===== config.mk =====
export PLATFORM = sky130hd
export DESIGN_NAME = ps2_host_tx
export DESIGN_NICKNAME = d
export VERILOG_FILES = /design/src/rtl/ps2_pkg.sv /design/src/rtl/ps2_line_sync.sv /design/src/rtl/ps2_host_tx.sv
export SDC_FILE = /design/constraint.sdc
export NUM_CORES = 1
export LEC_CHECK = 0
export ABC_AREA = 1
export CORE_ASPECT_RATIO = 0.9
export CORE_MARGIN = 5
export CORE_UTILIZATION = 60
export CTS_CLUSTER_DIAMETER = 30
export DETAILED_ROUTE_END_ITERATION = 10
export DONT_BUFFER_PORTS = 1
export GPL_TIMING_DRIVEN = 1
export PLACE_DENSITY = 0.82
export SYNTH_ARGS = -nofsm -noshare
export SYNTH_HDL_FRONTEND = slang
export SYNTH_SLANG_ARGS = --single-unit

===== constraint.sdc =====
create_clock -name sys_clk -period 4.65 [get_ports sys_clk]
set_clock_uncertainty 0.1 [all_clocks]
set_input_delay 0.2325 -clock sys_clk [delete_from_list [all_inputs] [get_ports sys_clk]]
set_output_delay 0.2325 -clock sys_clk [all_outputs]
set_load 0.03 [all_outputs]

===== src/rtl/ps2_pkg.sv =====
// ----------------------------------------------------------------------------
// ps2_pkg
//   Shared definitions for the PS/2 host transmitter and keyboard receiver.
//   Holds the transmitter state encoding, the common keyboard command bytes,
//   and the odd-parity helper used when a command byte is accepted.
// ----------------------------------------------------------------------------
package ps2_pkg;

    // Host transmitter FSM encoding
    localparam logic [2:0] ST_IDLE      = 3'd0;
    localparam logic [2:0] ST_INHIBIT   = 3'd1;
    localparam logic [2:0] ST_RTS       = 3'd2;
    localparam logic [2:0] ST_DATA      = 3'd3;
    localparam logic [2:0] ST_ACK       = 3'd4;
    localparam logic [2:0] ST_WAIT_IDLE = 3'd5;

    // Keyboard command / response bytes
    localparam logic [7:0] PS2_CMD_RESET  = 8'hFF;
    localparam logic [7:0] PS2_CMD_LEDS   = 8'hED;
    localparam logic [7:0] PS2_CMD_ENABLE = 8'hF4;
    localparam logic [7:0] PS2_ACK        = 8'hFA;

    // PS/2 frames carry odd parity: total ones over data + parity is odd
    function automatic logic odd_parity(input logic [7:0] data);
        return ~^data;
    endfunction

endpackage


===== src/rtl/ps2_line_sync.sv =====
// ----------------------------------------------------------------------------
// ps2_line_sync
//   Brings the asynchronous ps2_clk / ps2_dat pin levels into the sys_clk
//   domain and produces a one-cycle pulse on each device falling clock edge.
//   Shared by the host transmitter and the keyboard receiver.
//
// Ports
//   sys_clk     in   system clock
//   reset       in   synchronous, active-high reset
//   ps2_clk_in  in   raw ps2_clk pin level (async)
//   ps2_dat_in  in   raw ps2_dat pin level (async)
//   clk_sync    out  synchronised ps2_clk level
//   dat_sync    out  synchronised ps2_dat level
//   clk_fall    out  registered 1-cycle pulse: synchronised clk went 1 -> 0
// ----------------------------------------------------------------------------
module ps2_line_sync #(
    parameter int SYNC_STAGES = 2
) (
    input  logic sys_clk,
    input  logic reset,
    input  logic ps2_clk_in,
    input  logic ps2_dat_in,
    output logic clk_sync,
    output logic dat_sync,
    output logic clk_fall
);

    logic [SYNC_STAGES-1:0] clk_meta;
    logic [SYNC_STAGES-1:0] dat_meta;
    logic                   clk_prev;

    // NOTE: the sync chain resets to 1 (idle bus level) rather than being left
    // unreset, so leaving reset can never fabricate a falling-edge pulse.
    always_ff @(posedge sys_clk) begin
        if (reset) begin
            clk_meta <= '1;
            dat_meta <= '1;
            clk_prev <= 1'b1;
            clk_fall <= 1'b0;
        end else begin
            clk_meta <= {clk_meta[SYNC_STAGES-2:0], ps2_clk_in};
            dat_meta <= {dat_meta[SYNC_STAGES-2:0], ps2_dat_in};
            clk_prev <= clk_meta[SYNC_STAGES-1];
            clk_fall <= clk_prev & ~clk_meta[SYNC_STAGES-1];
        end
    end

    assign clk_sync = clk_meta[SYNC_STAGES-1];
    assign dat_sync = dat_meta[SYNC_STAGES-1];

endmodule


===== src/rtl/ps2_host_tx.sv =====
// ----------------------------------------------------------------------------
// ps2_host_tx
//   Host-to-device PS/2 transmitter. Sends one command byte to the keyboard:
//   clock inhibit, request-to-send, 8 data bits LSB first, odd parity, stop,
//   then samples the device acknowledge. Both bus lines are open-drain; this
//   block only ever asks for a line to be pulled low or released.
//
// Ports
//   sys_clk            in   system clock
//   reset              in   synchronous, active-high reset
//   tx_data[7:0]       in   command byte, captured on accept
//   tx_valid           in   send request, accepted when tx_valid & tx_ready
//   tx_ready           out  1 only while idle
//   busy               out  1 while a transfer is in progress
//   tx_done            out  1-cycle pulse at the end of every transfer
//   tx_ack_ok          out  with tx_done: device acknowledged (held until next)
//   tx_error           out  with tx_done: transfer aborted on timeout (held)
//   ps2_clk_in         in   raw ps2_clk pin level
//   ps2_dat_in         in   raw ps2_dat pin level
//   ps2_clk_drive_low  out  1 = pull ps2_clk low, 0 = release
//   ps2_dat_drive_low  out  1 = pull ps2_dat low, 0 = release
// ----------------------------------------------------------------------------
module ps2_host_tx
    import ps2_pkg::*;
#(
    parameter int INHIBIT_CYCLES = 5000,
    parameter int TIMEOUT_CYCLES = 750000,
    parameter int SYNC_STAGES    = 2
) (
    input  logic       sys_clk,
    input  logic       reset,
    input  logic [7:0] tx_data,
    input  logic       tx_valid,
    output logic       tx_ready,
    output logic       busy,
    output logic       tx_done,
    output logic       tx_ack_ok,
    output logic       tx_error,
    input  logic       ps2_clk_in,
    input  logic       ps2_dat_in,
    output logic       ps2_clk_drive_low,
    output logic       ps2_dat_drive_low
);

    localparam int INH_W = $clog2(INHIBIT_CYCLES + 1);
    localparam int TO_W  = $clog2(TIMEOUT_CYCLES + 1);

    localparam logic [INH_W-1:0] INH_LAST = INH_W'(INHIBIT_CYCLES - 1);
    localparam logic [INH_W-1:0] INH_ONE  = INH_W'(1);
    localparam logic [TO_W-1:0]  TO_LIMIT = TO_W'(TIMEOUT_CYCLES);
    localparam logic [TO_W-1:0]  TO_ONE   = TO_W'(1);

    logic             clk_sync;
    logic             dat_sync;
    logic             clk_fall;

    logic [2:0]       state;
    logic [7:0]       tx_byte;
    logic             tx_parity;
    logic [3:0]       bit_cnt;     // device falling edges seen so far (0..11)
    logic [INH_W-1:0] inh_cnt;
    logic [TO_W-1:0]  to_cnt;
    logic             ack_seen;

    ps2_line_sync #(
        .SYNC_STAGES (SYNC_STAGES)
    ) u_line_sync (
        .sys_clk    (sys_clk),
        .reset      (reset),
        .ps2_clk_in (ps2_clk_in),
        .ps2_dat_in (ps2_dat_in),
        .clk_sync   (clk_sync),
        .dat_sync   (dat_sync),
        .clk_fall   (clk_fall)
    );

    // NOTE: all state and outputs update with non-blocking assignments so every
    // branch below reads the pre-edge values, whatever order it is written in.
    always_ff @(posedge sys_clk) begin
        if (reset) begin
            state             <= ST_IDLE;
            tx_byte           <= 8'h00;
            tx_parity         <= 1'b0;
            bit_cnt           <= 4'd0;
            inh_cnt           <= '0;
            to_cnt            <= '0;
            ack_seen          <= 1'b0;
            tx_ready          <= 1'b1;
            busy              <= 1'b0;
            tx_done           <= 1'b0;
            tx_ack_ok         <= 1'b0;
            tx_error          <= 1'b0;
            ps2_clk_drive_low <= 1'b0;
            ps2_dat_drive_low <= 1'b0;
        end else begin
            tx_done <= 1'b0;

            case (state)
                ST_IDLE: begin
                    ps2_clk_drive_low <= 1'b0;
                    ps2_dat_drive_low <= 1'b0;
                    if (tx_ready && tx_valid) begin
                        tx_byte           <= tx_data;
                        tx_parity         <= odd_parity(tx_data);
                        bit_cnt           <= 4'd0;
                        inh_cnt           <= '0;
                        ps2_clk_drive_low <= 1'b1;
                        tx_ready          <= 1'b0;
                        busy              <= 1'b1;
                        state             <= ST_INHIBIT;
                    end else begin
                        // Entered from a finished transfer: ready one cycle
                        // after the tx_done pulse.
                        tx_ready <= 1'b1;
                        busy     <= 1'b0;
                    end
                end

                ST_INHIBIT: begin
                    // Device clock edges here are ignored; we own the clock.
                    if (inh_cnt == INH_LAST) begin
                        ps2_clk_drive_low <= 1'b0;
                        ps2_dat_drive_low <= 1'b1;    // start bit = RTS
                        to_cnt            <= '0;
                        state             <= ST_RTS;
                    end else begin
                        inh_cnt <= inh_cnt + INH_ONE;
                    end
                end

                ST_RTS, ST_DATA, ST_ACK, ST_WAIT_IDLE: begin
                    if (to_cnt >= TO_LIMIT) begin
                        ps2_clk_drive_low <= 1'b0;
                        ps2_dat_drive_low <= 1'b0;
                        tx_done           <= 1'b1;
                        tx_error          <= 1'b1;
                        tx_ack_ok         <= 1'b0;
                        state             <= ST_IDLE;
                    end else begin
                        if (clk_fall)
                            to_cnt <= '0;
                        else if (to_cnt != '1)
                            to_cnt <= to_cnt + TO_ONE;

                        case (state)
                            ST_RTS: begin
                                if (clk_fall) begin
                                    ps2_dat_drive_low <= ~tx_byte[0];
                                    bit_cnt           <= 4'd1;
                                    state             <= ST_DATA;
                                end
                            end
                            ST_DATA: begin
                                // bit_cnt = k-1 for the k-th edge being handled
                                if (clk_fall) begin
                                    bit_cnt <= bit_cnt + 4'd1;
                                    if (bit_cnt < 4'd8) begin
                                        ps2_dat_drive_low <= ~tx_byte[bit_cnt[2:0]];
                                    end else if (bit_cnt == 4'd8) begin
                                        ps2_dat_drive_low <= ~tx_parity;
                                    end else begin
                                        ps2_dat_drive_low <= 1'b0;  // stop bit
                                        state             <= ST_ACK;
                                    end
                                end
                            end
                            ST_ACK: begin
                                if (clk_fall) begin
                                    ack_seen <= ~dat_sync;
                                    bit_cnt  <= bit_cnt + 4'd1;
                                    state    <= ST_WAIT_IDLE;
                                end
                            end
                            default: begin  // ST_WAIT_IDLE
                                if (clk_sync && dat_sync) begin
                                    tx_done   <= 1'b1;
                                    tx_error  <= 1'b0;
                                    tx_ack_ok <= ack_seen;
                                    state     <= ST_IDLE;
                                end
                            end
                        endcase
                    end
                end

                default: begin
                    ps2_clk_drive_low <= 1'b0;
                    ps2_dat_drive_low <= 1'b0;
                    state             <= ST_IDLE;
                end
            endcase
        end
    end

endmodule


## Word-level counts from Yosys, hierarchy flattened

Cells that the tools add are included.

- Memory bits (read-only): 0
- Bits of input ports: 13
- Logic and storage cells: 127
- Flip-flop bits (word level): 63
- Output and inout port bits: 7
- RAM bits: 0
- Memories: 0
- Bits in latches: 0

- Reduce and logical (&&, ||, !) cells: 21
- Bitwise operators: 8
- Equal/unequal tests: 25
- Mux-type cells: 49
- Add/sub/neg operators: 3
- Div/mod/pow operators: 0
- Shift-type cells: 0
- Multiply operators: 0
- Order comparisons: 3

Operator list:

| operator | number |
|---|---|
| $mux W20 | 4 |
| $pmux W20 S2 | 1 |
| $mux W3 | 9 |
| $mux W13 | 2 |
| $pmux W13 S2 | 1 |
| $add A20 B1 Y20 const B | 1 |
| $ge A20 B20 Y1 const B | 1 |
| $mux W1 | 20 |
| $ne A20 B20 Y1 const B | 1 |
| $pmux W3 S3 | 2 |
| $mux W4 | 4 |
| $pmux W4 S2 | 2 |
| $add A13 B1 Y13 const B | 1 |
| $eq A13 B13 Y1 const B | 1 |
| $ne A4 B3 Y1 const B | 3 |
| $ne A4 B4 Y1 const B | 3 |
| $reduce_and A4 Y1 | 3 |
| $ne A2 B2 Y1 const B | 5 |
| $ne A3 B2 Y1 const B | 3 |
| $reduce_and A8 Y1 | 1 |
| $reduce_bool A2 Y1 | 4 |
| $reduce_xnor A8 Y1 | 1 |
| $not A1 Y1 | 7 |
| $eq A3 B2 Y1 const B | 2 |
| 21 further kinds | 27 |

## Longest topological paths before layout

- Depth after elaboration: 8
- Depth in mapped cells: 13
- Depth with buffers taken out: 13

## Cells and area by module

A second synthesis with hierarchy kept.

- Cells, all modules: 570
- Area total of the unflattened synthesis: 3673.5 sq um

By module, submodules not included:

| module | sequential area each (sq um) | times used | cells each | area each (sq um) |
|---|---|---|---|---|
| ps2_host_tx | 1141.1 | 1 | 556 | 3510.9 |
| ps2_line_sync | 120.1 | 1 | 14 | 162.7 |

## Least setup slack after synthesis

OpenSTA, ideal clock, no wires.

- Kind: reg2reg
- Start: register to_cnt[0]
- End: register to_cnt[7]
- Slack: 2.888 ns
- Arrival: 1.595 ns
- Data required time: 4.483 ns
- Cell stages (with the launch flop): 11
- Buffers on the path: 1
- Clock period less this slack: 1.762 ns
- Library setup time: 0.067 ns
- Cells stage by stage: dfxtp_1 -> ha_1 -> inv_2 -> nor2_4 -> nand3_1 -> nor3_2 -> nand3_2 -> nand3_4 -> buf_6 -> nand2_1 -> a21oi_2

- Word-level cells in the longest chain between the ends: 5
- Elaborated cells between the ends (all ways): 10
- Those cells by class: 1 x add/sub; 1 x order compare; 3 x eq/ne; 4 x mux; 1 x reduce/logical

RTL lines:

| what | RTL line | RTL |
|---|---|---|
| start: declaration | ps2_host_tx.sv:62 | `logic [TO_W-1:0] to_cnt;` |
| start signal: assignment | ps2_host_tx.sv:143 | `to_cnt <= to_cnt + TO_ONE;` |
| $add A20 B1 Y20 | ps2_host_tx.sv:143 |  |
| $mux W20 | ps2_host_tx.sv:142 | `else if (to_cnt != '1)` |
| $mux W20 | ps2_host_tx.sv:140 | `if (clk_fall)` |
| $mux W20 | ps2_host_tx.sv:132 | `if (to_cnt >= TO_LIMIT) begin` |
| $pmux W20 S2 | ps2_host_tx.sv:98 | `case (state)` |

Several ways; a longest one is shown, not always the timed one. The select of a mux whose other input is x is not followed.
A chain may end at the register's enable or synchronous reset.

## Worst setup path after layout

- Start: register u_line_sync.clk_fall
- End: register bit_cnt[2]

- Word-level cells in the longest chain between the ends: 2
- Elaborated cells between the ends (all ways): 3
- Those cells by class: 2 x eq/ne; 1 x reduce/logical

RTL lines:

| what | RTL line | RTL |
|---|---|---|
| start: declaration | ps2_line_sync.sv:25 | `output logic clk_fall` |
| start signal: assignment | ps2_line_sync.sv:44 | `clk_fall <= clk_prev & ~clk_meta[SYNC_STAGES-1];` |
| $ne A3 B2 Y1 (no source line) | -- |  |
| $reduce_and A6 Y1 (no source line) * | -- |  |
| end signal: assignment | ps2_host_tx.sv:156 | `bit_cnt <= bit_cnt + 4'd1;` |
| end signal: assignment | ps2_host_tx.sv:170 | `bit_cnt <= bit_cnt + 4'd1;` |
| end: declaration | ps2_host_tx.sv:60 | `logic [3:0] bit_cnt;` |

Every way passes the cells marked *; elsewhere a longest branch is shown, timed or not.

==> results_dict.tcl <==
set metrics [dict create \
    worstPathMaxFanout 11 \
    clk_latency_ps 350 \
    hold_viol 0 \
    cp_slowest_stage_delay_ps 620 \
    clk_pin_slew_ps 70 \
    die_area_um2 7870 \
    route.detailed.vias_per_inst 5.508 \
    crit_slowest_cell "dfxtp_1" \
    p_per_area_nw_per_um2 468.4 \
    grt.overflow.total 0 \
    initial_core_util_pct 61.11 \
    drt_iter0_markers 192 \
    core_area_um2 6081 \
    grt_first_pass_wirelength_um 15620 \
    layout_common_cells "156 x nand2_1, 72 x nor2_1, 71 x inv_1" \
    layout-drive-gt1-share_pct 8.615 \
    crit_path_start_kind "flip-flop" \
    place_congestion 0.9391 \
    grt_pass1_vias 3554 \
    yosysUniqueCellTypes 33 \
    hold_path.class "in2reg" \
    grt_max_degree 37 \
    placed_area_um2 3726 \
    syn_avg_cell_area_um2 6.396 \
    path_cells "inv_1 > nor2_1 > nand2_1 > nand2_1 > nand2_1 > o21ai_0 > nor2_1" \
    worst_pin_slew_ps 629.9 \
    post_cts_resized 0 \
    cts-htree-levels 3 \
    num_rows 27 \
    fin_crit_sh_pct 45.87 \
    antenna_found_initial 0 \
    nNetsFinal 606 \
    ys_seq_area_share_pct 33.94 \
    ys_warn_count 0 \
    antenna_cells 0 \
    grt_usage_pct 24.25 \
    drtPass1Iterations 6 \
    mostFrequentLayoutCell "nand2_1" \
    maxCapViolCount 0 \
    fin_setup_tns_ps 0 \
    cts_tree "built" \
    critPathRequiredTime_ps 4770 \
    cts_buffers 9 \
    wire_per_inst_um 13.39 \
    wirelength_um 8888 \
    peakVddDrop_mv 0.3157 \
    chipHeight_um 84.66 \
    drcViolationCount 0 \
    status "complete, no violations" \
    fmax_mhz 468.8 \
    vias 3657 \
    critPathMostFrequentCell "nand2_1" \
    ioPinCount 20 \
    arrival_ps 2260 \
    ys_ff_latch 63 \
    synth_fp_nets 599 \
    slew_viol_final 0 \
    syn_inst 581 \
    dp_hpwl_um 6066 \
    p_leak_nw 1.617 \
    relSlewSlack_pct 57.96 \
    portBuffers 0 \
    cts-root-buf "clkbuf_8" \
    synth_area_um2 3716 \
    crit_type "reg2reg" \
    end_kind "flip-flop" \
    dieWidth_um 92.96 \
    syn2layout_area_growth_pct 9.428 \
    clock_tree.buffer_depth 2 \
    finalSetupViolCount 0 \
    clock_sinks 63 \
    finalCoreUtilization_pct 66.87 \
    finalCriticalPeriod_ps 2133 \
    ant_nets 0 \
    rsz0062_at_grt "no" \
    final_cell_area_um2 4066 \
]
==> worst max-delay path: cells and delay by family (launching register included) <==
| kind | cells | cell delay [ps] |
|---|---|---|
| DFF | 1 | 620 |
| and+or+nand+nor | 5 | 600 |
| AOI/OAI and AO/OA | 1 | 360 |
| buffers and inverters | 1 | 330 |
==> synth_stat cells, drive strengths merged <==
cell    instances  share of area (%)
clkbuf          7               0.71
nor4            5               0.84
buf             7                1.4
o21bai          1               0.20
ha              5                1.7
inv            75                7.6
nor2           80                9.4
xnor2           7                1.6
or2             7                1.2
nand2         168                 18
nand4          12                2.0
and2            2               0.34
dfxtp          63                 34
a211oi          1               0.20
xor2            6                1.4
nor3           16                2.3
o21ai          25                3.4
o211ai          3               0.61
nand3          38                5.6
a21oi          51                7.0
nand3b          2               0.40
==> sequential cells by signal, indices dropped and copies added (netlist names) <==
name,count
tx_byte,8
ack_seen,1
busy,1
ps2_clk_drive_low,1
tx_done,1
u_line_sync.clk_meta,2
tx_parity,1
inh_cnt,13
state,3
to_cnt,20
ps2_dat_drive_low,1
tx_error,1
tx_ack_ok,1
bit_cnt,4
u_line_sync.clk_fall,1
u_line_sync.dat_meta,2
tx_ready,1
u_line_sync.clk_prev,1
==> cells by family (layout without fill, tap and decap cells) <==
| logic type | count (synthesis) | after routing | synth area share, % |
|---|---|---|---|
| simple gates | 330 | 330 | 40.24 |
| buf+inv | 89 | 100 | 9.731 |
| compound gates | 81 | 81 | 11.35 |
| flops | 63 | 63 | 33.94 |
| xor+xnor | 13 | 13 | 3.064 |
| fa+ha+maj | 5 | 5 | 1.684 |
==> path summary, 6_finish.rpt <==
path                            from                      end  slack, ps  cells past startpoint
max             u_line_sync.clk_fall               bit_cnt[2]       2520                      7
min                       tx_data[0]               tx_byte[0]         50                      2
min reg2reg  u_line_sync.clk_meta[0]  u_line_sync.clk_meta[1]        310                      1
max reg2reg     u_line_sync.clk_fall               bit_cnt[2]       2520                      7
==> layer usage <==
layer	share of wire, %	vias up	track usage (%)
met4	1.7	0	8.256
met2	48	124	40.61
met3	6.7	18	7.258
met5	0	-	0
met1	43	1651	29.59
li1	-	1864	-
==> per-stage QoR <==
stage | setup WS, ps | hold slack, ps | power, W | std cells
5_1_grt | 2301 | 59.03 | 0.002045 | 664
4_1_cts | 2520 | 33.61 | 0.001907 | 664
6_report | 2517 | 46.33 | 0.001905 | 664
2_1_floorplan | 2888 | 236.3 | 0.001241 | 581
3_3_place_gp | 2609 | 203.0 | 0.001322 | 639
3_5_place_dp | 2531 | 206.3 | 0.001342 | 639
==> report_power, final <==
part           internal, W  switching [W]  total, W
clock             0.000342       0.000210  0.000552
sequential        0.000613       0.000105  0.000718
combinational     0.000188       0.000447  0.000635
==> what timing repair did <==
action                                 4_1_cts  5_1_grt
setup buffers                                0        0
endpoints found under the hold margin       41        0
hold buffers                                10        0
==> final cells by class <==
cell class	count	area (um2)
Clock inverter	3	65.06
Tap cell	72	90.09
Sequential cell	63	1261
Fill cell	532	2014
Inverter	75	281.5
Clock buffer	12	165.2
Multi-Input combinational cell	429	2093
Timing Repair Buffer	10	110.1
Note: power is estimated with default switching activity, not from simulation.
